File: config.mk
export PLATFORM = sky130hd
export DESIGN_NAME = decode_issue_arbiter
export DESIGN_NICKNAME = d
export VERILOG_FILES = /design/src/rtl/decode_pkg.sv /design/src/rtl/decode_thread_queue.sv /design/src/rtl/decode_issue_arbiter.sv
export SDC_FILE = /design/constraint.sdc
export NUM_CORES = 1
export LEC_CHECK = 0
export CAP_MARGIN = 20
export CELL_PAD_IN_SITES_DETAIL_PLACEMENT = 0
export CELL_PAD_IN_SITES_GLOBAL_PLACEMENT = 1
export CORE_MARGIN = 5
export CORE_UTILIZATION = 50
export DETAILED_ROUTE_END_ITERATION = 8
export PLACE_DENSITY = 0.84
export REMOVE_ABC_BUFFERS = 1
export SLEW_MARGIN = 20
export SYNTH_ARGS = -nofsm -noshare
export SYNTH_HDL_FRONTEND = slang
export SYNTH_SLANG_ARGS = --single-unit
File: constraint.sdc
create_clock -name clock_i -period 11.4 [get_ports clock_i]
set_input_delay 2.28 -clock clock_i [delete_from_list [all_inputs] [get_ports clock_i]]
set_output_delay 2.28 -clock clock_i [all_outputs]
set_load 0.03 [all_outputs]
File: src/rtl/decode_pkg.sv
// ----------------------------------------------------------------------------
// decode_pkg
// Constants and helpers that the decode unit and its issue arbiter share.
//   ADDR_W / INST_W / PID_W / TID_W / MAJ_ID_W : default field widths
//   clog2      : index width for a count of items (never less than 1 bit)
//   field_lsb  : LSB of one thread's field in a packed per-thread vector,
//                with thread 0 at the MSBs
// ----------------------------------------------------------------------------
package decode_pkg;

    localparam int ADDR_W   = 64;
    localparam int INST_W   = 32;
    localparam int PID_W    = 20;
    localparam int TID_W    = 16;
    localparam int MAJ_ID_W = 64;

    // Minimum of 1 so that a single-entry index still gets a real bit.
    function automatic int clog2(input int value);
        int r;
        r = 0;
        while ((1 << r) < value) begin
            r++;
        end
        return (r == 0) ? 1 : r;
    endfunction

    function automatic int field_lsb(input int thread, input int num_threads, input int width);
        return (num_threads - 1 - thread) * width;
    endfunction

endpackage

File: src/rtl/decode_thread_queue.sv
// ----------------------------------------------------------------------------
// decode_thread_queue
// Single-thread synchronous FIFO that holds fetched instructions for one thread.
// The head entry is presented combinationally.
// Ports:
//   clk_i, rst_i     : clock, synchronous active-high reset
//   push_i, push_data_i : write request and data (ignored while full)
//   pop_i            : read request (ignored while empty)
//   flush_i          : empty the queue; overrides push and pop
//   full_o, empty_o  : status from registered occupancy
//   head_o           : oldest entry
// ----------------------------------------------------------------------------
module decode_thread_queue
    import decode_pkg::*;
#(
    parameter int DATA_W = 8,
    parameter int DEPTH  = 4
) (
    input  logic              clk_i,
    input  logic              rst_i,
    input  logic              push_i,
    input  logic [DATA_W-1:0] push_data_i,
    input  logic              pop_i,
    input  logic              flush_i,
    output logic              full_o,
    output logic              empty_o,
    output logic [DATA_W-1:0] head_o
);

    localparam int PTR_W = clog2(DEPTH);

    logic [DATA_W-1:0] mem_q [DEPTH];
    logic [DATA_W-1:0] mem_d [DEPTH];
    logic [PTR_W-1:0]  wr_ptr_q, wr_ptr_d;
    logic [PTR_W-1:0]  rd_ptr_q, rd_ptr_d;
    logic [PTR_W:0]    count_q, count_d;
    logic              push_ok, pop_ok;

    assign full_o  = (count_q == (PTR_W+1)'(DEPTH));
    assign empty_o = (count_q == '0);
    assign head_o  = mem_q[rd_ptr_q];

    // Full comes from the registered count, so a pop in the same cycle does
    // not make room for a push into a full queue.
    assign push_ok = push_i && !full_o;
    assign pop_ok  = pop_i && !empty_o;

    always_comb begin
        mem_d    = mem_q;
        wr_ptr_d = wr_ptr_q;
        rd_ptr_d = rd_ptr_q;
        count_d  = count_q;
        if (flush_i) begin
            wr_ptr_d = '0;
            rd_ptr_d = '0;
            count_d  = '0;
        end else begin
            if (push_ok) begin
                mem_d[wr_ptr_q] = push_data_i;
                wr_ptr_d        = wr_ptr_q + 1'b1;
            end
            if (pop_ok) begin
                rd_ptr_d = rd_ptr_q + 1'b1;
            end
            case ({push_ok, pop_ok})
                2'b10:   count_d = count_q + 1'b1;
                2'b01:   count_d = count_q - 1'b1;
                default: count_d = count_q;
            endcase
        end
    end

    always_ff @(posedge clk_i) begin
        if (rst_i) begin
            wr_ptr_q <= '0;
            rd_ptr_q <= '0;
            count_q  <= '0;
        end else begin
            wr_ptr_q <= wr_ptr_d;
            rd_ptr_q <= rd_ptr_d;
            count_q  <= count_d;
        end
    end

    // Storage needs no reset; occupancy decides what is valid.
    always_ff @(posedge clk_i) begin
        mem_q <= mem_d;
    end

endmodule

File: src/rtl/decode_issue_arbiter.sv
// ----------------------------------------------------------------------------
// decode_issue_arbiter
// Shares one decode unit between numThreads fetch streams. Each thread has a
// small queue; a round-robin scheduler pops one head per cycle onto a
// registered interface that drives the decoder inputs, stamping it with a
// global major ID. Honours decoder stall and per-thread flush.
// Ports:
//   clock_i, reset_i          : clock, synchronous active-high reset
//   fetch*_i / fetchReady_o   : per-thread push interface (thread 0 at MSBs
//                               of packed vectors, bit t for 1-bit vectors)
//   flush_i                   : per-thread queue flush
//   stall_i                   : decoder cannot accept
//   enable_o, instruction*_o, is64Bit_o : registered issue to the decoder
//   grantThread_o             : thread of the current issue
// Optional build macro DECODE_ARB_PERF_EN adds issueCount_o and
// stallCycles_o (saturating 32-bit counters).
// ----------------------------------------------------------------------------
module decode_issue_arbiter
    import decode_pkg::*;
#(
    parameter int addressWidth            = ADDR_W,
    parameter int instructionWidth        = INST_W,
    parameter int PidSize                 = PID_W,
    parameter int TidSize                 = TID_W,
    parameter int instructionCounterWidth = MAJ_ID_W,
    parameter int numThreads              = 2,
    parameter int queueDepth              = 4,
    localparam int TW                     = clog2(numThreads)
) (
    input  logic                                   clock_i,
    input  logic                                   reset_i,
    input  logic [numThreads-1:0]                  fetchValid_i,
    output logic [numThreads-1:0]                  fetchReady_o,
    input  logic [numThreads*instructionWidth-1:0] fetchInst_i,
    input  logic [numThreads*addressWidth-1:0]     fetchAddr_i,
    input  logic [numThreads-1:0]                  fetchIs64Bit_i,
    input  logic [numThreads*PidSize-1:0]          fetchPid_i,
    input  logic [numThreads*TidSize-1:0]          fetchTid_i,
    input  logic [numThreads-1:0]                  flush_i,
    input  logic                                   stall_i,
    output logic                                   enable_o,
    output logic [instructionWidth-1:0]            instruction_o,
    output logic [addressWidth-1:0]                instructionAddress_o,
    output logic                                   is64Bit_o,
    output logic [PidSize-1:0]                     instructionPid_o,
    output logic [TidSize-1:0]                     instructionTid_o,
    output logic [instructionCounterWidth-1:0]     instructionMajId_o,
    output logic [TW-1:0]                          grantThread_o
`ifdef DECODE_ARB_PERF_EN
    ,
    output logic [31:0]                            issueCount_o,
    output logic [31:0]                            stallCycles_o
`endif
);

    typedef struct packed {
        logic [instructionWidth-1:0] inst;
        logic [addressWidth-1:0]     addr;
        logic                        is64;
        logic [PidSize-1:0]          pid;
        logic [TidSize-1:0]          tid;
    } entry_t;

    entry_t                  push_data [numThreads];
    entry_t                  head      [numThreads];
    logic [numThreads-1:0]   full, empty, push, pop, eligible;

    genvar t;
    generate
        for (t = 0; t < numThreads; t++) begin : g_queue
            assign push_data[t].inst = fetchInst_i[field_lsb(t, numThreads, instructionWidth) +: instructionWidth];
            assign push_data[t].addr = fetchAddr_i[field_lsb(t, numThreads, addressWidth) +: addressWidth];
            assign push_data[t].is64 = fetchIs64Bit_i[t];
            assign push_data[t].pid  = fetchPid_i[field_lsb(t, numThreads, PidSize) +: PidSize];
            assign push_data[t].tid  = fetchTid_i[field_lsb(t, numThreads, TidSize) +: TidSize];

            decode_thread_queue #(
                .DATA_W ($bits(entry_t)),
                .DEPTH  (queueDepth)
            ) u_queue (
                .clk_i       (clock_i),
                .rst_i       (reset_i),
                .push_i      (push[t]),
                .push_data_i (push_data[t]),
                .pop_i       (pop[t]),
                .flush_i     (flush_i[t]),
                .full_o      (full[t]),
                .empty_o     (empty[t]),
                .head_o      (head[t])
            );
        end
    endgenerate

    assign fetchReady_o = ~full & {numThreads{~reset_i}};
    assign push         = fetchValid_i & fetchReady_o;
    // A thread being flushed this cycle must not issue its soon-to-vanish head.
    assign eligible     = ~empty & ~flush_i;

    logic                               enable_q, enable_d;
    entry_t                             out_q, out_d;
    logic [instructionCounterWidth-1:0] maj_id_q, maj_id_d;
    logic [instructionCounterWidth-1:0] cnt_q, cnt_d;
    logic [TW-1:0]                      grant_q, grant_d;
    logic [TW-1:0]                      last_grant_q, last_grant_d;
    logic [TW-1:0]                      cand, win_idx;
    logic                               found;

    always_comb begin
        found   = 1'b0;
        win_idx = '0;
        cand    = '0;
        for (int k = 1; k <= numThreads; k++) begin
            cand = TW'((int'(last_grant_q) + k) % numThreads);
            if (!found && eligible[cand]) begin
                found   = 1'b1;
                win_idx = cand;
            end
        end
    end

    always_comb begin
        enable_d     = enable_q;
        out_d        = out_q;
        maj_id_d     = maj_id_q;
        cnt_d        = cnt_q;
        grant_d      = grant_q;
        last_grant_d = last_grant_q;
        pop          = '0;
        if (stall_i) begin
            // Held issue belongs to a thread being flushed: withdraw it.
            if (enable_q && flush_i[grant_q]) begin
                enable_d = 1'b0;
            end
        end else if (found) begin
            pop[win_idx] = 1'b1;
            enable_d     = 1'b1;
            out_d        = head[win_idx];
            maj_id_d     = cnt_q;
            cnt_d        = cnt_q + 1'b1;
            grant_d      = win_idx;
            last_grant_d = win_idx;
        end else begin
            enable_d = 1'b0;
        end
    end

    always_ff @(posedge clock_i) begin
        if (reset_i) begin
            enable_q     <= 1'b0;
            out_q        <= '0;
            maj_id_q     <= '0;
            cnt_q        <= '0;
            grant_q      <= '0;
            last_grant_q <= TW'(numThreads - 1);
        end else begin
            enable_q     <= enable_d;
            out_q        <= out_d;
            maj_id_q     <= maj_id_d;
            cnt_q        <= cnt_d;
            grant_q      <= grant_d;
            last_grant_q <= last_grant_d;
        end
    end

    assign enable_o             = enable_q;
    assign instruction_o        = out_q.inst;
    assign instructionAddress_o = out_q.addr;
    assign is64Bit_o            = out_q.is64;
    assign instructionPid_o     = out_q.pid;
    assign instructionTid_o     = out_q.tid;
    assign instructionMajId_o   = maj_id_q;
    assign grantThread_o        = grant_q;

`ifdef DECODE_ARB_PERF_EN
    logic [31:0] issue_count_q, issue_count_d;
    logic [31:0] stall_cycles_q, stall_cycles_d;

    always_comb begin
        issue_count_d  = issue_count_q;
        stall_cycles_d = stall_cycles_q;
        if (!stall_i && found && (issue_count_q != '1)) begin
            issue_count_d = issue_count_q + 1'b1;
        end
        if (stall_i && enable_q && (stall_cycles_q != '1)) begin
            stall_cycles_d = stall_cycles_q + 1'b1;
        end
    end

    always_ff @(posedge clock_i) begin
        if (reset_i) begin
            issue_count_q  <= '0;
            stall_cycles_q <= '0;
        end else begin
            issue_count_q  <= issue_count_d;
            stall_cycles_q <= stall_cycles_d;
        end
    end

    assign issueCount_o  = issue_count_q;
    assign stallCycles_o = stall_cycles_q;
`endif

endmodule

==> results_dict.tcl, run 1 <==
set metrics [dict create \
    ioPinCount 474 \
    placed_cell_area_um2 55710 \
    cp-start-kind "input pin" \
    ys_types 60 \
    synth.avg_cell_area_um2 17.98 \
    drc 0 \
    wl_um 126700 \
    ant_nets 0 \
    tightestPinTransition_ns 1.036 \
    via_count 27850 \
    cts_setup_buffers 0 \
    synth-seq-area-share 0.7559 \
    async_reset_ff_frac 0 \
    leakage_nw 18.39 \
    grt_pass1_vias 29130 \
    portBuffers 473 \
    dieHeight_um 325.1 \
    track_usage 0.2367 \
    grt_overflow_total 0 \
    report.power.total_w 0.01015 \
    die_area_um2 105700 \
    worstHoldPathType "reg2reg" \
    area_delta_synth_final_pct 21.51 \
    rsz0062_at_grt "false" \
    final_cell_mix "edfxtp_1 (1,064), clkdlybuf4s50_1 (472), nand2_1 (294), dfxtp_1 (274), mux4_2 (266)" \
    post-route-min-period_ns 6.038 \
    grt_max_degree 138 \
    crit_type "in2out" \
    core_area_um2 98420 \
    drt-vias-per-instance 5.956 \
    drive_gt1_frac 0.1595 \
    slew_headroom 0.3094 \
    yosysWarningCount 0 \
    clk_latency_ns 0.75 \
    syn-cell-area_um2 49630 \
    fmax_ghz 0.1656 \
    critical_path.max_fanout 80 \
    cts-resized-gates 0 \
    rows 115 \
    finalMaxSlewViolations 0 \
    skew_ns 0.03015 \
    wl_per_cell_um 27.09 \
    maxCapViolCount 0 \
    hpwl_um 75870 \
    powerDensity_nw_per_um2 168.3 \
    multi_input_area_um2 11460 \
    final.period_utilization 0.5297 \
    synth_flop_cell "edfxtp_1" \
    outcome "finished clean" \
    grt_pass1_wl_um 188900 \
    postCtsHoldBufs 0 \
    yosys_register_bits 1342 \
    required_ns 9.12 \
    ir_worst_vdd_mv 0.1430 \
    finalHoldViolCount 0 \
    gp_congestion 0.8150 \
    n_fill_cell 6868 \
    cts_buffers 136 \
    start_util 0.5043 \
    clkTransAtPathRegs_ns 0.06 \
    cts_tree "done" \
    synthCells 2761 \
    htree_num_levels 4 \
    dieWidth_um 325.1 \
    drt_first_pass_iters 5 \
    cts_sinks 1342 \
    end_kind "output pin" \
    drt_iter0_drc 2670 \
    setup_violations 0 \
    grt_antenna_before_repair 44 \
    clockBufferDepth 3 \
    final_common_cell "edfxtp_1" \
    final_nets 3533 \
    final_cell_area_um2 60310 \
    synth_edf_count 1064 \
    clockRootBuffer "clkbuf_16" \
    seq_area_um2 37530 \
    critPathArrivalTime_ns 3.76 \
]
cells by family after synthesis:
| kind of cell | count (synthesis) | share of synthesized area |
|---|---|---|
| AND/OR/NAND/NOR | 510 | 0.04810 |
| multiplexers | 271 | 0.1218 |
| buffers and inverters | 178 | 0.01455 |
| XOR/XNOR | 39 | 0.006882 |
| AO/OA/AOI/OAI | 408 | 0.04923 |
| flip-flops | 1342 | 0.7559 |
| adder cells (fa/ha/maj) | 13 | 0.003580 |
critical path: stages:
cell and delay (ns):
buf_8 0.17, a31oi_1 0.41, clkdlybuf4s50_1 0.74
power by group:
group          leakage (nW)  switching, W  internal (W)
Sequential             11.9     0.0000212       0.00533
Clock                  2.18       0.00187       0.00259
Combinational          4.35      0.000184      0.000150
Total                  18.4       0.00208       0.00807
metrics by stage:
| stage | instances | setup WS (ns) | utilization | TNS, ns | hold WS (ns) |
|---|---|---|---|---|---|
| 6_report | 4676 | 5.362 | 0.6128 | 0 | 0.4479 |
| 3_5_place_dp | 4396 | 5.340 | 0.5660 | 0 | 0.4444 |
| 4_1_cts | 4647 | 5.455 | 0.6120 | 0 | 0.4504 |
| 3_3_place_gp | 4396 | 5.317 | 0.5660 | 0 | 0.4408 |
| 5_1_grt | 4656 | 5.344 | 0.6123 | 0 | 0.4637 |
| 2_1_floorplan | 2600 | -9.310 | - | -1119.06 | 0.4391 |
worst paths after layout:
kind / start / end / slack, ns / cells after the start
max: reset_i / fetchReady_o[1] / 5.36 / 3
min reg2reg: instructionMajId_o[10]$_SDFFE_PP0P_ / instructionMajId_o[10]$_SDFFE_PP0P_ / 0.45 / 2
min: instructionMajId_o[10]$_SDFFE_PP0P_ / instructionMajId_o[10]$_SDFFE_PP0P_ / 0.45 / 2
max reg2reg: g_queue[0].u_queue.count_q[0]$_SDFFE_PP0P_ / g_queue[0].u_queue.mem_q[112]$_DFFE_PP_ / 7.59 / 7
synthesized netlist by cell type (all sizes together) (13+ instances only):
master / instances / area (µm²)
a21oi: 234 / 1171
a22oi: 133 / 998.5
buf: 49 / 217.7
clkbuf: 112 / 440.4
dfxtp: 278 / 5565
edfxtp: 1064 / 31950
inv: 17 / 63.81
mux4: 266 / 5991
nand2: 294 / 1104
nand3: 27 / 135.1
nand4: 39 / 265.3
nor2: 55 / 209.0
o21ai: 22 / 110.1
or3: 24 / 156.4
xnor2: 13 / 113.9
xor2: 26 / 227.7
state kept, by name, indices dropped and copies added, names as in the netlist:
signal	cells
cnt_q	64
enable_o	1
g_queue.u_queue.count_q	6
g_queue.u_queue.mem_q	1064
g_queue.u_queue.rd_ptr_q	4
g_queue.u_queue.wr_ptr_q	4
grantThread_o	1
instructionAddress_o	64
instructionMajId_o	64
instructionPid_o	20
instructionTid_o	16
instruction_o	32
is64Bit_o	1
last_grant_q	1
routing by layer:
layer / routed length [µm] / share of wire / vias to the layer above / GRT usage
li1: - / - / 11980 / -
met1: 47530 / 0.38 / 14380 / 0.2947
met5: 200 / 0.0016 / - / 0
met3: 10400 / 0.082 / 236 / 0.06539
met2: 65210 / 0.51 / 1224 / 0.4069
met4: 3305 / 0.026 / 32 / 0.07363
layout make-up:
class / count / share of cell area
multi-input combinational: 1241 / 0.1900
clock buffer: 199 / 0.06477
clock inverter: 52 / 0.01029
sequential: 1342 / 0.6223
inverter: 17 / 0.001058
timing repair buffer: 509 / 0.08369
tap: 1287 / 0.02670
antenna: 29 / 0.001203
Power figures use the tool's default switching activity.
==> inputs of run 2 (changes only) <==
--- a/config.mk
+++ b/config.mk
@@ -9,9 +9,9 @@
 export CELL_PAD_IN_SITES_DETAIL_PLACEMENT = 0
 export CELL_PAD_IN_SITES_GLOBAL_PLACEMENT = 1
 export CORE_MARGIN = 5
-export CORE_UTILIZATION = 50
+export CORE_UTILIZATION = 49
 export DETAILED_ROUTE_END_ITERATION = 8
-export PLACE_DENSITY = 0.84
+export PLACE_DENSITY = 0.82
 export REMOVE_ABC_BUFFERS = 1
 export SLEW_MARGIN = 20
 export SYNTH_ARGS = -nofsm -noshare
==> constraint.sdc (replaced) <==
create_clock -name clock_i -period 6.2 [get_ports clock_i]
set_input_delay 1.24 -clock clock_i [delete_from_list [all_inputs] [get_ports clock_i]]
set_output_delay 1.24 -clock clock_i [all_outputs]
set_load 0.03 [all_outputs]
==> run 2 against run 1 <==
  * Design area grew 0.89%
  * Utilization fell by 0.61 points
  * Worst hold slack better by 0.0029 ns
  * Die area up 2.0%
  * Critical endpoint unchanged
  * Largest cell class unchanged
  * Largest power group unchanged
==> results_dict.tcl, run 2 (same netlist as run 1, synthesis figures left out) <==
set metrics [dict create \
    largest_register "g_queue.u_queue.mem_q" \
    drt-vias-per-instance 5.847 \
    area_delta_synth_final_pct 22.59 \
    clockBufferDepth 3 \
    core_area_um2 100300 \
    post-place-ws_ns 2.064 \
    htree_num_levels 4 \
    drive_gt1_frac 0.1647 \
    required_ns 4.96 \
    clkTransAtPathRegs_ns 0.06 \
    wl_per_cell_um 26.02 \
    ff2ff_setup_slack_ns 3.20 \
    setup_slack_ns 2.195 \
    hpwl_um 72750 \
    critPathSlowestCell "clkdlybuf4s50_1" \
    final_common_cell "edfxtp_1" \
    tns_ns 0 \
    intPower_w 0.01518 \
    rsz0062_at_grt "false" \
    drt_iter0_drc 2647 \
    worstHoldPathType "reg2reg" \
    critPathArrivalTime_ns 2.76 \
    ioPinCount 474 \
    grt_antenna_before_repair 44 \
    tightestPinTransition_ns 1.033 \
    outcome "finished clean" \
    track_usage 0.2280 \
    wl_um 123400 \
    finalHoldViolCount 0 \
    ir_worst_vdd_mv 0.2657 \
    end_kind "output pin" \
    grt_pass1_wl_um 184100 \
    placed_cell_area_um2 56020 \
    r2r_cells 5 \
    final_cell_area_um2 60850 \
    p_comb_frac 0.032 \
    swShare 0.1995 \
    cts_setup_buffers 0 \
    portBuffers 473 \
    cp_slowest_stage_delay_ns 0.77 \
    start_util 0.4949 \
    largest_reg_flops 1064 \
    via_count 27730 \
    grt_overflow_total 0 \
    clkPwrFrac 0.449 \
    dieWidth_um 328.3 \
    cts_buffers 138 \
    leakage_nw 18.61 \
    final_nets 3535 \
    maxCapViolCount 0 \
    finalMaxSlewViolations 0 \
    final.period_utilization 0.6459 \
    cp-start-kind "input pin" \
    path_depth 3 \
    skew_ns 0.03807 \
    grt_max_degree 169 \
    clockRootBuffer "clkbuf_16" \
    worstHoldPathCells 2 \
    clk_latency_ns 0.73 \
    cts_sinks 1342 \
    drt_first_pass_iters 6 \
    powerDensity_nw_per_um2 311.7 \
    path_cells "buf_8 -> a31oi_1 -> clkdlybuf4s50_1" \
    slew_headroom 0.3051 \
    dieHeight_um 328.3 \
    ant_nets 0 \
    p_switching_w 0.003784 \
    gp_congestion 0.9060 \
    die_area_um2 107800 \
    fmax_ghz 0.2497 \
    rows 116 \
    cts_tree "done" \
    drc 0 \
    crit_buf_inv 2 \
    crit_type "in2out" \
    critical_path.max_fanout 68 \
    critPathTopFamily "buffers and inverters" \
    setup_violations 0 \
    cts-resized-gates 0 \
    postCtsHoldBufs 0 \
    p_seq_frac 0.518 \
    final_cell_mix "edfxtp_1 (1,064), clkdlybuf4s50_1 (472), nand2_1 (294), dfxtp_1 (274), mux4_2 (266)" \
    timing.hold.ws_ns 0.4509 \
    grt_pass1_vias 29380 \
    post-route-min-period_ns 4.005 \
]
==> run 2: power by group through the flow <==
stage / sequential (W) / clock (W) / combinational, W
final: 0.00983 / 0.00852 / 0.000612
after global routing: 0.00983 / 0.00906 / 0.000650
after CTS: 0.00983 / 0.00867 / 0.000616
after detailed placement: 0.0100 / 0 / 0.000613
after global placement: 0.0100 / 0 / 0.000588
after floorplan: 0.0101 / 0 / 0.000167
==> run 2: metal layers <==
metal / track usage / vias to the layer above / part of all wire
li1: - / 11980 / -
met1: 0.2931 / 14330 / 0.39
met2: 0.3751 / 1113 / 0.49
met3: 0.07051 / 260 / 0.088
met4: 0.07408 / 46 / 0.028
met5: 0 / - / 0.0025
==> run 2: layout make-up <==
class / count / area, µm²
antenna: 22 / 55.05
fill: 7057 / 39440
inverter: 17 / 63.81
clock buffer: 183 / 3877
clock inverter: 72 / 893.4
sequential: 1342 / 37530
tap: 1357 / 1698
timing repair buffer: 509 / 5273
multi-input combinational: 1241 / 11460
==> run 2: tightest hold or removal path, stage by stage, from the launching register on <==
cell and delay [ns]:
dfxtp_1 0.31, nand2_1 0.05, a21oi_1 0.05
==> run 2: worst paths after layout <==
check,startpoint,endpoint
setup / recovery,reset_i,fetchReady_o[1]
hold / removal,instructionMajId_o[41]$_SDFFE_PP0P_,instructionMajId_o[41]$_SDFFE_PP0P_
setup reg to reg,cnt_q[10]$_SDFFE_PP0P_,cnt_q[46]$_SDFFE_PP0P_
hold reg to reg,instructionMajId_o[41]$_SDFFE_PP0P_,instructionMajId_o[41]$_SDFFE_PP0P_
==> run 2: through the flow <==
step	util	power [W]	instances
2_1_floorplan	-	0.01023	2600
3_3_place_gp	0.5586	0.01060	4466
3_5_place_dp	0.5586	0.01064	4466
4_1_cts	0.6062	0.01912	4721
5_1_grt	0.6063	0.01955	4728
6_report	0.6067	0.01897	4743
==> edit: new RTL, flow settings as in run 2 <==
Add a define of `DECODE_ARB_PERF_EN`.
--- a/src/rtl/decode_issue_arbiter.sv
+++ b/src/rtl/decode_issue_arbiter.sv
@@ -17,2 +17,4 @@
 // ----------------------------------------------------------------------------
+`define DECODE_ARB_PERF_EN
+
 module decode_issue_arbiter
New outputs: issueCount_o and stallCycles_o. Function: not settled (the Yosys comparison gave no result); the edit may change what the design does.
==> edit against run 2 <==
Final area is 7.0% higher; combinational power increased by 21%; total power grew 2.9%; largest power group unchanged; routed wire length up 6.1%; worst setup slack worse by 0.11 ns; largest cell class unchanged; global-route usage down 0.19 points; via count is 10% higher; sequential cell count increased by 64; synthesized area increased by 6.7%.
==> edit: results (changes against run 2) <==
Cells and area
  • Invs w/o clock: 32 (+15)
  • Layout clock buffer count: 205 (+12%)
  • Final cell count without fillers: 5280 (+11%)
  • Number of flip-flops in the largest register: 1064 (unchanged)
  • Layout cells sized above 1: 15.15% (-1.3 points)
  • Clk tree area frac: 7.280% (-0.56 points)
  • Diode count: 36 (+64%)
  • Comb_multi_in: 1545 (+24%)
  • Utilization after layout: 60.71% (about the same)
  • Multi-input logic area: 13420 sq um (+17%)
  • Seq/total area: 59.63% (-2.0 points)
  • Nets: 4010 (+13%)
  • Fillcell total: 7868 (+11%)
  • Non-clock buffer count: 594 (+17%)
  • Buffering overhead: 9.443% (+0.78 points)

STA
  • Worst Max-Slew Pin Slew: 1.067 ns (+0.03444 ns)
  • Clock skew: 0.05333 ns (+0.01526 ns)

Routing
  • Drt via density: 5.776 (-1.2%)
  • DRT Wirelength: 130.9 mm (+6.1%)
  • Initial DRC count: 2624 (-0.87%)

Yosys
  • Post-synthesis cell type count: 61 (+1.7%)
  • Seq cells post-synth: 1406 (+4.8%)
  • Post-synthesis cell count: 3158 (+14%)
  • Largest cells by area after synthesis: edfxtp_1 (60%), dfxtp_1 (13%), mux4_2 (11%), a21oi_1 (2.3%), nand2_1 (2.0%)

Placed design
  • Placer Congestion: 0.7846 (-13%)
  • Pre-CTS WS: 1.942 ns (-0.1215 ns)
  • Placed Instances: 4980 (+12%)
  • IO buf count: 537 (+14%)
  • DP Area: 60250 sq um (+7.6%)
  • Detail Placement HPWL: 80.89 mm (+11%)

Worst setup path
  • Reg2reg end: cnt_q[58]$_SDFFE_PP0P_
  • RR Startpoint: cnt_q[1]$_SDFFE_PP0P_
  • R2R Setup Slk: 2.98 ns (-0.22 ns)
  • CP Data Arrival Time: 2.87 ns (+0.11 ns)
  • CP max FO: 88 (+29%)
  • Slowest stage delay, CP: 0.83 ns (+0.06 ns)

Run status
  • Status: complete, no violations

Global route
  • Global-route wire length before repair: 197.1 mm (+7.1%)
  • Met1 usage: 29.91% (+0.60 points)
  • Initial antenna violation count: 45 (+2.3%)
  • Met3 Track Usage GR: 6.865% (-0.19 points)
  • GRT met2 Usage: 36.28% (-1.2 points)
  • Total GRT Usage: 22.61% (-0.19 points)
  • Pin count of the biggest net entering global routing: 154 (-8.9%)
  • Number of global-route vias before repair: 31070 (+5.8%)

Pwr
  • VDD IR max: 0.0002556 V (-3.8%)
  • Clock share of power: 43.6% (-1.3 points)
  • Seq pwr: 10.3 mW (+5%)
  • Switch Pwr: 4.104 mW (+8.5%)
  • P_leak: 19.74 nW (+6.1%)
  • Flop pwr share: 52.6% (+0.8 points)

Min path
  • Hold path start: instructionMajId_o[55]$_SDFFE_PP0P_
  • Hold EP: instructionMajId_o[55]$_SDFFE_PP0P_

Floorplan
  • Cell row count: 120 (+3.4%)

Clock tree
  • Clock Latency Late Sink: 0.76 ns (+0.03 ns)
  • Cts bufs inserted: 143 (+3.6%)
## edit: cell types whose count changed in the layout (fill, tap and decap cells not counted), sizes merged, moves of 21 or more
| cell | run 2 | this run |
|---|---|---|
| or3 | 24 | 51 |
| clkdlybuf4s50 | 472 | 536 |
| clkbuf | 183 | 205 |
| nor2 | 55 | 125 |
| a22oi | 133 | 98 |
| dfxtp | 278 | 342 |
| buf | 37 | 58 |
| o21ai | 22 | 48 |
| nand3 | 27 | 56 |
| mux2i | 1 | 37 |
| a211oi | 0 | 38 |
## edit: worst max-delay path: cells and delay by family
| family | cells | cell delay (ns) |
|---|---|---|
| compound gates | 1 | 0.47 |
| buf+inv | 2 | 1.05 |
## edit: routing by layer
layer / share of wire (%) / vias to the layer above
met5: 0.16 / -
li1: - / 13660
met1: 40 / 15500
met3: 8.7 / 224
met2: 48 / 1083
met4: 2.7 / 30
## edit: logic make-up (layout without fill, tap and decap cells)
kind of cell / Yosys count / after routing / share of synthesized area [%]
other cells: 0 / 36 / 0
fa+ha+maj: 15 / 15 / 0.3826
buf+inv: 207 / 890 / 1.580
simple gates: 688 / 688 / 6.301
xor+xnor: 46 / 46 / 0.7605
flops: 1406 / 1406 / 73.23
compound gates: 481 / 481 / 5.479
mux: 315 / 315 / 12.26
## edit: worst max path at each step
stage / start / end / slack, ns / cells after the start
2_1_floorplan: flush_i[0] / g_queue[0].u_queue.count_q[2]$_SDFFE_PP0P_ / -5.41 / 9
3_3_place_gp: stall_i / instructionAddress_o[24]$_SDFFE_PP0P_ / 2.02 / 8
3_5_place_dp: stall_i / instructionAddress_o[55]$_SDFFE_PP0P_ / 1.94 / 8
4_1_cts: reset_i / fetchReady_o[1] / 2.15 / 3
5_1_grt: reset_i / fetchReady_o[1] / 2.13 / 3
6_report: reset_i / fetchReady_o[1] / 2.09 / 3
